===== src/rtl/pe_accumulator_if.sv =====
// Operand, context-swap and drain-chain signals of one systolic PE accumulator stage.
interface pe_accumulator_if #(
  parameter int unsigned MUL_W = 32,
  parameter int unsigned ACC_W = 40
);
  logic             i_en_ff;
  logic [MUL_W-1:0] i_prod;
  logic             i_valid;
  logic             i_swap;
  logic [ACC_W-1:0] i_preload;
  logic             i_shift;
  logic [ACC_W-1:0] i_chain;
  logic [ACC_W-1:0] o_acc;
  logic [ACC_W-1:0] o_chain;
  logic             o_ovf;

  modport master (
    output i_en_ff, i_prod, i_valid, i_swap, i_preload, i_shift, i_chain,
    input  o_acc, o_chain, o_ovf
  );

  modport slave (
    input  i_en_ff, i_prod, i_valid, i_swap, i_preload, i_shift, i_chain,
    output o_acc, o_chain, o_ovf
  );
endinterface


===== src/rtl/pe_accumulator.sv =====
// Systolic PE accumulation stage with context swap and chained drain register.
// Optional macro PE_ACC_SAT_EN: clamp the add result on overflow instead of wrapping.
module pe_accumulator #(
  parameter logic        SIGNED = 1'b0,
  parameter int unsigned MUL_W  = 32,
  parameter int unsigned ACC_W  = 40
) (
  input logic              i_clk,
  input logic              i_rstn,
  pe_accumulator_if.slave  bus
);

  if (ACC_W < MUL_W) begin : g_width_check
    $error("pe_accumulator: ACC_W (%0d) must be >= MUL_W (%0d)", ACC_W, MUL_W);
  end

  logic [ACC_W-1:0] acc_q, acc_d;
  logic [ACC_W-1:0] drain_q, drain_d;
  logic             ovf_q, ovf_d;

  logic [ACC_W-1:0] ext_sx, ext_zx, addend;
  logic [ACC_W:0]   add_full;
  logic [ACC_W-1:0] sum;
  logic             add_ovf;

  assign ext_sx = ACC_W'($signed(bus.i_prod));
  assign ext_zx = ACC_W'(bus.i_prod);

  always_comb begin
    addend   = '0;
    if (bus.i_valid) addend = SIGNED ? ext_sx : ext_zx;
    add_full = {1'b0, acc_q} + {1'b0, addend};
    if (SIGNED)
      add_ovf = (acc_q[ACC_W-1] == addend[ACC_W-1]) && (add_full[ACC_W-1] != acc_q[ACC_W-1]);
    else
      add_ovf = add_full[ACC_W];
  end

`ifdef PE_ACC_SAT_EN
  logic [ACC_W-1:0] sat_max, sat_min;
  assign sat_max = SIGNED ? {1'b0, {(ACC_W-1){1'b1}}} : '1;
  assign sat_min = {1'b1, {(ACC_W-1){1'b0}}};

  // Signed overflow direction follows the common operand sign.
  always_comb begin
    sum = add_full[ACC_W-1:0];
    if (add_ovf) sum = (SIGNED && acc_q[ACC_W-1]) ? sat_min : sat_max;
  end
`else
  assign sum = add_full[ACC_W-1:0];
`endif

  always_comb begin
    acc_d   = acc_q;
    drain_d = drain_q;
    ovf_d   = ovf_q;
    if (bus.i_en_ff) begin
      if (bus.i_swap) begin
        drain_d = sum;
        acc_d   = bus.i_preload;
        ovf_d   = add_ovf;
      end else begin
        acc_d = sum;
        ovf_d = ovf_q | add_ovf;
        if (bus.i_shift) drain_d = bus.i_chain;
      end
    end
  end

  always_ff @(posedge i_clk or negedge i_rstn) begin
    if (!i_rstn) begin
      acc_q   <= '0;
      drain_q <= '0;
      ovf_q   <= 1'b0;
    end else begin
      acc_q   <= acc_d;
      drain_q <= drain_d;
      ovf_q   <= ovf_d;
    end
  end

  assign bus.o_acc   = acc_q;
  assign bus.o_chain = drain_q;
  assign bus.o_ovf   = ovf_q;

endmodule

===== src/flat_wrapper.sv =====
// flat-port wrapper written by rule: the top's interface ports become plain ports
module pe_accumulator_flat 
#(
  parameter logic        SIGNED = 1'b0,
  parameter int unsigned MUL_W  = 32,
  parameter int unsigned ACC_W  = 40
)
  (i_clk, i_rstn, bus_i_en_ff, bus_i_prod, bus_i_valid, bus_i_swap, bus_i_preload, bus_i_shift, bus_i_chain, bus_o_acc, bus_o_chain, bus_o_ovf);
  pe_accumulator_if #(.MUL_W(MUL_W), .ACC_W(ACC_W)) bus_i ();
  input logic i_clk;
  input logic i_rstn;
  input wire logic [$bits(bus_i.i_en_ff)-1:0] bus_i_en_ff;
  input wire logic [$bits(bus_i.i_prod)-1:0] bus_i_prod;
  input wire logic [$bits(bus_i.i_valid)-1:0] bus_i_valid;
  input wire logic [$bits(bus_i.i_swap)-1:0] bus_i_swap;
  input wire logic [$bits(bus_i.i_preload)-1:0] bus_i_preload;
  input wire logic [$bits(bus_i.i_shift)-1:0] bus_i_shift;
  input wire logic [$bits(bus_i.i_chain)-1:0] bus_i_chain;
  output wire logic [$bits(bus_i.o_acc)-1:0] bus_o_acc;
  output wire logic [$bits(bus_i.o_chain)-1:0] bus_o_chain;
  output wire logic [$bits(bus_i.o_ovf)-1:0] bus_o_ovf;
  assign bus_i.i_en_ff = bus_i_en_ff;
  assign bus_i.i_prod = bus_i_prod;
  assign bus_i.i_valid = bus_i_valid;
  assign bus_i.i_swap = bus_i_swap;
  assign bus_i.i_preload = bus_i_preload;
  assign bus_i.i_shift = bus_i_shift;
  assign bus_i.i_chain = bus_i_chain;
  assign bus_o_acc = bus_i.o_acc;
  assign bus_o_chain = bus_i.o_chain;
  assign bus_o_ovf = bus_i.o_ovf;
  pe_accumulator #(.SIGNED(SIGNED), .MUL_W(MUL_W), .ACC_W(ACC_W)) u_core (.i_clk(i_clk), .i_rstn(i_rstn), .bus(bus_i));
endmodule

===== config.mk =====
export PLATFORM = sky130hd
export DESIGN_NAME = pe_accumulator_flat
export DESIGN_NICKNAME = d
export VERILOG_FILES = /design/src/rtl/pe_accumulator_if.sv /design/src/rtl/pe_accumulator.sv /design/src/flat_wrapper.sv
export SDC_FILE = /design/constraint.sdc
export NUM_CORES = 1
export LEC_CHECK = 0
export BUFFER_PORTS_ARGS = -buffer_cell sky130_fd_sc_hd__buf_2
export CELL_PAD_IN_SITES_DETAIL_PLACEMENT = 1
export CELL_PAD_IN_SITES_GLOBAL_PLACEMENT = 1
export CORE_UTILIZATION = 23
export CTS_BUF_LIST = sky130_fd_sc_hd__clkbuf_8 sky130_fd_sc_hd__clkbuf_16
export DETAILED_ROUTE_END_ITERATION = 8
export PLACE_DENSITY_LB_ADDON = 0.1
export SYNTH_ARGS = -nofsm -noshare
export SYNTH_HDL_FRONTEND = slang
export SYNTH_SLANG_ARGS = --single-unit
export TNS_END_PERCENT = 20

===== constraint.sdc =====
create_clock -name i_clk -period 3.95 [get_ports i_clk]
set_input_delay 0.395 -clock i_clk [delete_from_list [all_inputs] [get_ports i_clk]]
set_output_delay 0.395 -clock i_clk [all_outputs]
set_load 0.01 [all_outputs]

==> results of run 1 <==
per-layer routing:
| layer | share of wire [%] | wire length [um] | vias up | track usage, % |
|---|---|---|---|---|
| met2 | 47 | 11500 | 141 | 30.7 |
| met3 | 4.2 | 1040 | 13 | 2.65 |
| met5 | 0 | 0 | - | 0 |
| met4 | 1.1 | 263 | 0 | 4.50 |
| li1 | - | - | 3028 | - |
| met1 | 48 | 11700 | 2922 | 25.5 |
registers in the layout, indices dropped and copies added, names as in the netlist:
name	flops
u_core.bus.o_acc	40
u_core.bus.o_chain	40
u_core.bus.o_ovf	1
power breakdown:
| group | internal [mW] | switching [mW] | leakage [nW] |
|---|---|---|---|
| Sequential | 1.04 | 0.203 | 0.928 |
| Clock | 0.615 | 0.388 | 0.167 |
| Combinational | 0.703 | 1.04 | 2.40 |
cell usage after synthesis (all sizes together), types with 9 or more instances:
cell type    n  share of area (%)
nor2        79                4.9
o22ai       39                4.1
ha          32                6.6
a21oi      103                8.5
inv         16                1.0
and2        36                3.7
a21o        18                2.3
o21ai       27                2.2
xnor2       19                2.8
xor2        16                2.3
nand4       10                1.0
clkbuf      41                3.1
nand2       60                3.7
dfrtp       81                 34
a31oi       13                1.3
mux2i        9                1.5
nand3       14                1.2
a211oi      12                1.5
o22a        14                2.0
layout make-up:
cell class / count / area (um2) / share of cell area, %
well taps: 330 / 413 / 5.41
clock buffers: 9 / 225 / 2.95
multi-input cells: 588 / 3720 / 48.7
clock inverters: 6 / 108 / 1.41
flip-flops and latches: 81 / 2030 / 26.5
repair buffers: 210 / 1090 / 14.2
inverters: 16 / 60.1 / 0.786
cell families (layout without fill, tap and decap cells):
logic type,count (synthesis),in the layout
simple gates,234,234
xor+xnor,35,35
mux,12,12
fa+ha+maj,33,33
flops,81,81
compound gates,274,274
buf+inv,64,241
path summary, 6_finish.rpt:
| check | from | to | slack, ns | cells past startpoint |
|---|---|---|---|---|
| min in group i_clk | bus_i_preload[36] | u_core.bus.o_acc[36] | 0.28 | 3 |
| max in group asynchronous | i_rstn | u_core.bus.o_chain[8] | 2.94 | 2 |
| worst max register to register | u_core.bus.o_acc[0] | u_core.bus.o_chain[38] | 0.69 | 12 |
| worst min-delay path | i_rstn | u_core.bus.o_chain[37] | 0.19 | 1 |
| worst min register to register | u_core.bus.o_chain[0] | u_core.bus.o_chain[0] | 0.48 | 2 |
| worst max-delay path | u_core.bus.o_acc[0] | u_core.bus.o_chain[38] | 0.69 | 12 |
cell usage in the layout, fill, tap and decap left out, types with 3 or more instances in the layout:
master and n:
bufinv_16 3, nand4_1 10, nand2b_1 7, o21ai_0 26, buf_4 14, a21oi_1 103, xnor2_1 19, o22ai_1 38
nor2b_1 3, o31ai_1 3, nor2_1 78, o211ai_1 6, inv_1 16, or3_1 7, o22a_1 14, a31oi_1 13
o21bai_1 5, dfrtp_1 81, a221oi_1 3, nand2_1 60, a211oi_1 12, o21a_1 5, mux2_2 3, mux2i_1 9
a21o_1 17, xor2_1 16, and2_1 36, clkbuf_16 9, ha_1 32, nor3_1 6, nand3_1 14, buf_2 196
through the flow:
stage / cell area, um2 / hold slack (ns) / utilization [%]
final: 7640 / 0.188 / 30.0
after global routing: 7640 / 0.277 / 30.0
after CTS: 7640 / 0.251 / 30.0
after detailed placement: 7300 / 0.476 / 28.7
after global placement: 7300 / 0.465 / 28.7
after floorplan: 6030 / 0.0994 / -
==> results.txt, run 1 <==
CTS Buffer Depth = 2
post-synthesis cell area = 0.00603 mm2
post-synthesis adder-cell area fraction = 6.97%
Yosys cell types = 70
Critical Path AT = 3.54 ns
DRC Markers = 0
first-pass GRT wire length = 37.9 mm
CTS Hold Bufs = 0
Total GRT Usage = 18.6%
via/cell ratio = 4.92
Crit path largest cell delay = 0.47 ns
ys async rst share = 100%
Layout area overhead = 26.6%
register area share after synthesis = 33.6%
worst path bufs/invs = 1
Ant. Diodes = 0
Slew Limit Fails = 0
Highest Clock Rate = 0.307 GHz
via count = 6,104
Synth Flop Type = dfrtp_1
Hold Fails Final Rpt = 0
CTS Buf Count = 9
Worst-path clk slew = 0.07 ns
Tcrit/Tclk final = 82.6%
FILL cells = 3,097
global route overflow = 0
IO Pins = 199
IO Port Bufs = 198
ordered cell list for the critical path = ha_1, inv_1, fa_1, nand2b_1, a21o_1, a21boi_2, o2111ai_1, a21oi_1, o22ai_2, or3_1, xor2_1, a21oi_1
CTS tree = yes
dpl ws = 0.321 ns
Top Family by Delay on Critical Path = compound AO/OA/AOI/OAI gates
number of enable flip-flop cells after synthesis = 0
die height = 164 um
peak supply drop = 0.216 mV
crit-path max FO = 9
xor and xnor area share after synthesis = 5.08%
Leak = 3.49 nW
outcome = finished, final reports clean
slowest stage cell, crit path = or3_1
kind of critical path = register to register
final setup vio count = 0
largest net degree at the start of global routing = 69
Core Area = 0.0255 mm2
Synth Warn # = 0
RSZ-0062 raised after global routing = false
type of origin of the critical path = register
Post-DRT Antenna Nets = 0
pwr/cell area = 521 mW/mm2
WL final = 24.5 mm
syn avg cell area = 8.23 um2
PostCTS Resize Cnt = 0
share of layout cells above drive strength 1 = 26.7%
gpl congestion = 0.776
clock skew = 0.00965 ns
Layout Nets = 1,057
Die W = 164 um
final non-filler cell total = 1,240
Post-Synthesis Cells = 733
post-synth net total = 884
H-tree levels = 3
Worst-Margin Slew = 0.983 ns
total die area = 0.0269 mm2
Worst Hold Class = input port to asynchronous set/reset pin
vias in the first global route = 6,426
CP Capture Type = register
# clock sinks = 81
DP Wirelength = 18.7 mm
most frequent CP cell = a21oi_1
crit path time final = 3.26 ns
dpl cells = 1,225
simple-gate share of the synthesized area = 18.6%
Required @ worst endpoint = 4.23 ns
Final Power = 3.98 mW
starting density of the core = 23.7%
Skew-Pair Late Insertion Delay = 0.35 ns
root buf cell = clkbuf_16
Rel. slew slack = 34.5%
row count = 58
DRT iter0 DRCs = 355
largest family of logic cells by synthesized area = compound AO/OA/AOI/OAI gates
initial antenna violation count = 0
fin worst setup slack = 0.688 ns
max-cap violations = 0
#FFs+latches synth = 81
drt wl/cell = 19.8 um
multiplexer area fraction after synthesis = 2.05%
DRT Pass-1 Iters = 4
Final TNS setup = 0 ns
Synth Area in Compound Gates = 28.9%
post-CTS setup buffers = 0
No activity file was read; power rests on OpenSTA's default activity.
==> run 2: changes to the inputs <==
==> constraint.sdc (replaced) <==
create_clock -name i_clk -period 3.3 [get_ports i_clk]
set_input_delay 0.33 -clock i_clk [delete_from_list [all_inputs] [get_ports i_clk]]
set_output_delay 0.33 -clock i_clk [all_outputs]
set_load 0.01 [all_outputs]
==> run 2 against run 1 <==
Effect of this change: first-iteration DRC count shrank 13%; critical endpoint unchanged; largest cell class unchanged; total power grew 21%; sequential share of layout area shrank 0.88 points; largest power group unchanged; final area grew 3.4%.
==> results.txt, run 2 (synthesized netlist as in run 1, its figures left out) <==
outcome = finished, final reports clean
final non-filler cell total = 1,276
crit path time final = 3.04 ns
# clock sinks = 81
dpl ws = -0.0520 ns
die height = 164 um
pwr/cell area = 611 mW/mm2
via count = 6,316
Rel. slew slack = 50.7%
Logic pwr share = 46.3%
Layout Nets = 1,092
Leak = 3.66 nW
post-CTS setup buffers = 0
Worst Hold Class = input port to register
worst r2r src = u_core.bus.o_acc[0]
part of the power in registers = 30.8%
Critical Path AT = 3.33 ns
Slew Limit Fails = 0
Top Family by Delay on Critical Path = compound AO/OA/AOI/OAI gates
global route overflow = 0
Crit path largest cell delay = 0.44 ns
IO Pins = 199
H-tree levels = 3
Hold Path Stages = 3
row count = 58
reg2reg end = u_core.bus.o_chain[38]
type of origin of the critical path = register
DP Wirelength = 19.5 mm
clock skew = 0.0102 ns
drt wl/cell = 19.6 um
kind of critical path = register to register
CTS Buffer Depth = 2
Hold Crit Endpoint = u_core.bus.o_acc[36]
Worst-Margin Slew = 0.734 ns
Reg2Reg Depth = 12
Required @ worst endpoint = 3.58 ns
Ant. Diodes = 0
CP Capture Type = register
max-cap violations = 0
FILL cells = 3,063
Post-DRT Antenna Nets = 0
Worst-path clk slew = 0.07 ns
most common cell after layout, fill and taps aside = buf_2
most frequent cells in the layout = 196 x buf_2, 102 x a21oi_1, 81 x dfrtp_1, 78 x nor2_1, 60 x nand2_1
initial antenna violation count = 0
vias in the first global route = 6,516
Skew-Pair Late Insertion Delay = 0.36 ns
R2R Setup Slk = 0.26 ns
Worst Hold Launch = bus_i_preload[36]
ordered cell list for the critical path = ha_1, inv_1, fa_1, nand2b_1, a21o_1, a21boi_2, o2111ai_1, a21oi_2, o22ai_2, or3_1, xor2_1, a21oi_1
WL final = 25.0 mm
peak supply drop = 0.188 mV
Layout area overhead = 30.9%
CTS Buf Count = 9
dpl cells = 1,259
RSZ-0062 raised after global routing = false
switching power share of the total = 41.3%
first-pass GRT wire length = 38.6 mm
share of layout cells above drive strength 1 = 29.6%
DRT iter0 DRCs = 308
Core Area = 0.0255 mm2
largest net degree at the start of global routing = 53
Total GRT Usage = 18.9%
worst path bufs/invs = 1
crit-path max FO = 4
total die area = 0.0269 mm2
fin worst setup slack = 0.258 ns
Tcrit/Tclk final = 92.2%
Clk network pwr share = 22.9%
Highest Clock Rate = 0.329 GHz
DRT Pass-1 Iters = 4
via/cell ratio = 4.95
final setup vio count = 0
Final Power = 4.83 mW
IO Port Bufs = 198
DRC Markers = 0
gpl congestion = 0.778
Die W = 164 um
Hold Fails Final Rpt = 0
slowest stage cell, crit path = or3_1
CTS tree = yes
Internal = 2.83 mW
starting density of the core = 23.7%
root buf cell = clkbuf_16
Psw = 2.00 mW
==> run 2: changes by cell type in the layout (fill, tap and decap cells not counted), sizes merged <==
cell and change:
bufinv -2, clkbuf +2, dlygate4sd3 +1, inv -1
buf +34, clkinv +2
==> run 2: power groups by stage <==
stage / logic (mW) / clock network, mW / registers [mW]
after global placement: 2.25 / 0 / 1.51
after floorplan: 1.22 / 0 / 1.56
after detailed placement: 2.26 / 0 / 1.51
final: 2.24 / 1.11 / 1.49
after global routing: 2.49 / 1.18 / 1.53
after CTS: 2.28 / 1.14 / 1.49
==> run 2: worst min-delay path: stages <==
cell,delay (ns)
buf_2,0.08
a22oi_1,0.06
nand2_1,0.07
==> run 2: what timing repair did <==
action | in CTS | in global routing
gates resized for setup | 0 | 1
hold endpoints to repair | 30 | 0
endpoints found under the setup margin | 0 | 5
hold buffers | 1 | 0
==> run 2: metrics by stage <==
stage / cell area, um2 / utilization [%] / hold slack, ns / setup TNS [ns]
2_1_floorplan: 6030 / - / 0.0344 / 0
3_3_place_gp: 7570 / 29.7 / 0.323 / 0
3_5_place_dp: 7570 / 29.7 / 0.325 / -0.166
4_1_cts: 7900 / 31.0 / 0.208 / 0
5_1_grt: 7900 / 31.0 / 0.224 / 0
6_report: 7900 / 31.0 / 0.215 / 0
==> run 2: routing by layer <==
layer | vias to the layer above | track usage [%] | share of wire (%)
li1 | 3101 | - | -
met1 | 3074 | 26.5 | 48
met2 | 131 | 31.1 | 47
met3 | 10 | 2.83 | 3.7
met4 | 0 | 3.11 | 0.72
met5 | - | 0 | 0
==> run 2: how the worst max path moves through the flow <==
stage / from / endpoint / slack, ns / cells after the start
2_1_floorplan: bus_i_valid / u_core.bus.o_acc[37] / 0.36 / 13
3_3_place_gp: bus_i_valid / u_core.bus.o_acc[37] / 0.07 / 13
3_5_place_dp: bus_i_valid / u_core.bus.o_chain[38] / -0.05 / 14
4_1_cts: u_core.bus.o_acc[0] / u_core.bus.o_chain[38] / 0.09 / 12
5_1_grt: u_core.bus.o_acc[0] / u_core.bus.o_chain[28] / 0.005 / 13
6_report: u_core.bus.o_acc[0] / u_core.bus.o_chain[38] / 0.26 / 12
==> run 2: area by class of cell <==
type / instances / area [um2] / area share [%]
tap: 330 / 413 / 5.23
clock buffer: 11 / 253 / 3.20
clock inverter: 5 / 61.3 / 0.776
multi-input combinational: 588 / 3720 / 47.1
sequential: 81 / 2030 / 25.7
inverter: 16 / 60.1 / 0.760
timing repair buffer: 245 / 1360 / 17.3
